<file path="src/rtl/encap_packet.sv">
// Transmit-side DFX packetizer: slices one 1034-bit word into 19 Aurora frames
// (55-bit payload + 9-bit header) and drives them with a valid/ready handshake.
module encap_packet #(
  parameter int DATA_WIDTH        = 1024,
  parameter int ADDR_WIDTH        = 10,
  parameter int DATA_DFX_WIDTH    = DATA_WIDTH + ADDR_WIDTH,
  parameter int AURORA_DATA_WIDTH = 64,
  parameter int PAYLOAD_WIDTH     = 55,
  parameter int NUM_FRAMES        = 19
) (
  input  logic                         clk,
  input  logic                         rst_n,
  input  logic [DATA_DFX_WIDTH-1:0]    data_dfx_in,
  input  logic                         valid_dfx_in,
  output logic                         ready_dfx_in,
  output logic [AURORA_DATA_WIDTH-1:0] tx_tdata,
  output logic                         tx_tvalid,
  input  logic                         tx_tready,
  output logic                         tx_tlast,
  output logic                         busy,
  output logic                         done_encap_pkt
);

  localparam logic [4:0] LAST_FRAME = 5'(NUM_FRAMES - 1);

  typedef enum logic {IDLE, SEND} state_t;

  state_t                         state_q, state_d;
  logic [4:0]                     frame_cnt_q, frame_cnt_d;
  logic [DATA_DFX_WIDTH-1:0]      shadow_q, shadow_d;
  logic [AURORA_DATA_WIDTH-1:0]   tdata_q, tdata_d;
  logic                           tvalid_q, tvalid_d;
  logic                           done_q, done_d;
  logic [DATA_DFX_WIDTH-1:0]      frame_word;
  logic [4:0]                     frame_idx;
  logic [AURORA_DATA_WIDTH-1:0]   frame_next;

  // The final frame shifts past the top of the word, so its upper 11 payload
  // bits fall out as zeros without a special case.
  function automatic logic [AURORA_DATA_WIDTH-1:0] build_frame(
    input logic [DATA_DFX_WIDTH-1:0] word,
    input logic [4:0]                k
  );
    logic [DATA_DFX_WIDTH-1:0] shifted;
    shifted = word >> (int'(k) * PAYLOAD_WIDTH);
    return {shifted[PAYLOAD_WIDTH-1:0], k == 5'd0, k == LAST_FRAME, k, 2'b00};
  endfunction

  // One shared slicer: frame 0 comes straight from the input word, later
  // frames from the shadow copy.
  assign frame_word = (state_q == IDLE) ? data_dfx_in : shadow_q;
  assign frame_idx  = (state_q == IDLE) ? 5'd0 : frame_cnt_q + 5'd1;
  assign frame_next = build_frame(frame_word, frame_idx);

  always_comb begin
    // NOTE: every output of this block gets a default first so no path leaves
    // a signal unassigned, which would otherwise infer a latch.
    state_d     = state_q;
    frame_cnt_d = frame_cnt_q;
    shadow_d    = shadow_q;
    tdata_d     = tdata_q;
    tvalid_d    = tvalid_q;
    done_d      = 1'b0;
    case (state_q)
      IDLE: begin
        if (valid_dfx_in) begin
          shadow_d    = data_dfx_in;
          frame_cnt_d = 5'd0;
          tdata_d     = frame_next;
          tvalid_d    = 1'b1;
          state_d     = SEND;
        end
      end
      SEND: begin
        if (tvalid_q && tx_tready) begin
          if (frame_cnt_q == LAST_FRAME) begin
            tvalid_d = 1'b0;
            tdata_d  = '0;
            done_d   = 1'b1;
            state_d  = IDLE;
          end else begin
            frame_cnt_d = frame_cnt_q + 5'd1;
            tdata_d     = frame_next;
          end
        end
      end
    endcase
  end

  // NOTE: state uses non-blocking assignments so every register samples the
  // pre-edge values regardless of statement order. The shadow word is reset
  // too, so a reset leaves no trace of an abandoned packet.
  always_ff @(posedge clk or negedge rst_n) begin
    if (!rst_n) begin
      state_q     <= IDLE;
      frame_cnt_q <= '0;
      shadow_q    <= '0;
      tdata_q     <= '0;
      tvalid_q    <= 1'b0;
      done_q      <= 1'b0;
    end else begin
      state_q     <= state_d;
      frame_cnt_q <= frame_cnt_d;
      shadow_q    <= shadow_d;
      tdata_q     <= tdata_d;
      tvalid_q    <= tvalid_d;
      done_q      <= done_d;
    end
  end

  assign ready_dfx_in   = (state_q == IDLE);
  assign busy           = (state_q == SEND);
  assign tx_tdata       = tdata_q;
  assign tx_tvalid      = tvalid_q;
  assign tx_tlast       = tvalid_q && (frame_cnt_q == LAST_FRAME);
  assign done_encap_pkt = done_q;

endmodule

</file>
<file path="config.mk">
export PLATFORM = sky130hd
export DESIGN_NAME = encap_packet
export DESIGN_NICKNAME = d
export VERILOG_FILES = /design/src/rtl/encap_packet.sv
export SDC_FILE = /design/constraint.sdc
export NUM_CORES = 2
export LEC_CHECK = 0
export ABC_CLOCK_PERIOD_IN_PS = 7950
export CORE_AREA = 2 2 433 435
export DETAILED_ROUTE_END_ITERATION = 7
export DIE_AREA = 0 0 435 437
export PLACE_DENSITY = 0.59
export SLEW_MARGIN = 20
export SYNTH_ARGS = -nofsm -noshare
export SYNTH_HDL_FRONTEND = slang
export SYNTH_SLANG_ARGS = --single-unit
</file>
<file path="constraint.sdc">
create_clock -name clk -period 7.95 [get_ports clk]
set_clock_uncertainty 0.1 [all_clocks]
set_input_delay 0.795 -clock clk [delete_from_list [all_inputs] [get_ports clk]]
set_output_delay 0.795 -clock clk [all_outputs]
set_load 0.005 [all_outputs]
</file>
==> out/metrics.yaml <==
grt-ovfl-total: 0
cts_sinks: 1104
clock_latency_ns: 0.79
cp_slowest_stage_delay_ns: 0.77
final_common_cell: "nand2_1"
holdWs_ns: 0.3703
synth_area_um2: 51130
setup_viol: 0
setup_ws_ns: 3.438
cp_slowest_cell: "dfrtp_4"
mostFrequentLayoutCells: "nand2_1, clkdlybuf4s50_1, dfrtp_1, mux2i_1, clkbuf_16"
place_area_um2: 64460
vias: 46033
final_area_um2: 69060
die_y_um: 437
synth_edf_count: 0
clockRootBuffer: "clkbuf_16"
crit_chain: "inv_1, ha_4, buf_4, buf_4, mux4_2, a21oi_1, o211ai_1"
cp_max_fo: 47
rr_startpoint: "frame_cnt_q[0]"
dieArea_um2: 190100
area_delta_synth_final_pct: 35.07
cts_inserted_buffers: 134
drt_iter0_drc: 4728
drv_cap: 0
grt_pass1_wl_mm: 339.2
whs_path_depth: 2
required_ns: 8.49
cts_hold_buf: 1
yosysTopAreaCell: "dfrtp_1"
ys_ff_latch: 1104
drive_above_1_share_pct: 7.108
crit_type: "reg -> reg"
htreeDepth: 4
ys.flop_type: "dfrtp_1"
hold_class: "reg -> reg"
synth_area_per_cell_um2: 8.877
crit-reg2reg-capture: "tx_tdata[24]"
syn_inst: 5760
max_freq_mhz: 221.6
synth_async_sr_flop_share_pct: 100.0
io_buffers: 1104
cts_setup_buffers: 0
drc: 0
cp_common_cell: "buf_4"
path_clk_slew_ns: 0.06
fin_tns_setup_ns: 0
status: "complete, no violations"
worst_setup_path_end_kind: "register"
fin_nets: 7727
slew_viol_final: 0
power_density_nw_per_um2: 422.7
period_share_pct: 56.75
relSlewSlack_pct: 19.36
antenna_found_initial: 90
pre_cts_ws_ns: 3.418
min-delay-start: "shadow_q[463]"
yosysSeqAreaShare_pct: 54.03
rr_worst_depth: 7
tightest_slew_ns: 1.210
drt-total-wl_mm: 241.4
gp_congestion: 0.9480
irDropWorstVdd_mv: 0.4088
yosysUniqueCellTypes: 50
regToRegSetupSlack_ns: 3.44
wl_per_cell_um: 25.90
io_pins: 1107
p_leak_nw: 33.70
finalCriticalPeriod_ns: 4.512
finalHoldViolCount: 0
clock_tree.buffer_depth: 3
grt_pass1_vias: 45501
yosysTopAreaCellShare_pct: 54.03
grt_usage_pct: 24.73
yosys_warnings: 0
core-area_um2: 185000
routed_via_density: 4.939
die_width_um: 435
cts_resized: 0
grt_max_degree: 193
synth_area_leaders: "dfrtp_1, nand2_1, mux2i_1"
critPathLaunchType: "register"
hold_path_end: "shadow_q[463]"
cts_tree: "yes"
start_util_pct: 27.63
rsz0062_at_grt: "no"
fp-row-count: 158
cp.arrival_ns: 5.05
dp_hpwl_mm: 177.6
postRouteAntennaNets: 0
drt-pass1-iter-count: 6
[where the power goes]
group,switching [mW],total [mW],internal (mW)
sequential,1.82,10.2,8.37
clock,2.56,6.25,3.68
combinational,7.97,12.8,4.78
[state kept, by name, indices dropped and copies added (netlist names)]
signal and count:
busy 1, tx_tdata 62, shadow_q 1034, tx_tvalid 1, done_encap_pkt 1, frame_cnt_q 5
[logic make-up after synthesis]
logic type	Yosys count	synth area share [%]
XOR/XNOR	3	0.06608
flip-flops	1104	54.03
buffers and inverters	407	3.531
AO/OA/AOI/OAI	520	7.674
multiplexers	432	10.29
AND/OR/NAND/NOR	3291	24.35
other	1	0.007334
adder cells (fa/ha/maj)	2	0.04893
[layer usage]
metal,part of all wire [%],up-vias,global-route usage [%],wire [um]
met4,4.2,30,11.09,10180
met5,0.081,-,0,196
met1,44,22882,34.61,107300
li1,-,20703,-,-
met3,7.8,411,6.074,18930
met2,43,2007,35.91,104800
[critical path, delay by kind of cell (launching register included)]
family | cells | cell delay, ns
AOI/OAI and AO/OA | 2 | 0.81
adders and majority gates | 1 | 0.55
buffers and inverters | 3 | 1.50
DFF | 1 | 0.77
muxes | 1 | 0.47
[synthesized netlist by cell type (64+ instances only)]
| cell | n |
|---|---|
| mux2_2 | 106 |
| a221oi_1 | 103 |
| a211oi_1 | 64 |
| nor2_1 | 107 |
| clkbuf_1 | 259 |
| nand2_1 | 3163 |
| o22ai_1 | 64 |
| dfrtp_1 | 1104 |
| buf_2 | 75 |
| mux4_2 | 64 |
| mux2i_1 | 259 |
| o211ai_1 | 76 |
[through the flow]
step	util (%)	power (mW)	cells
finish	37.32	29.19	9320
global route	37.31	30.82	9314
CTS	37.20	29.22	9256
detailed placement	34.84	22.88	9025
global placement	34.83	22.70	9024
floorplan	-	16.65	5761
[layout make-up]
class                      instances  area, um2
timing repair buffer            1194      12000
tap                             2480       3103
clock inverter                    36      484.2
antenna                           59      147.6
clock buffer                     194       3884
multi-input combinational       4250      21800
inverter                           3      11.26
sequential                      1104      27630
fill                           18866     116000
[worst max path at each step]
stage                   startpoint      endpoint  depth (start not counted)  slack [ns]
floorplan           frame_cnt_q[0]  tx_tdata[27]                         13        4.96
global placement    frame_cnt_q[0]  tx_tdata[14]                          7        3.40
detailed placement  frame_cnt_q[0]  tx_tdata[14]                          7        3.42
CTS                 frame_cnt_q[0]  tx_tdata[14]                          7        3.42
global route        frame_cnt_q[0]  tx_tdata[24]                          7        3.22
finish              frame_cnt_q[0]  tx_tdata[24]                          7        3.44
Power figures use the tool's default switching activity.
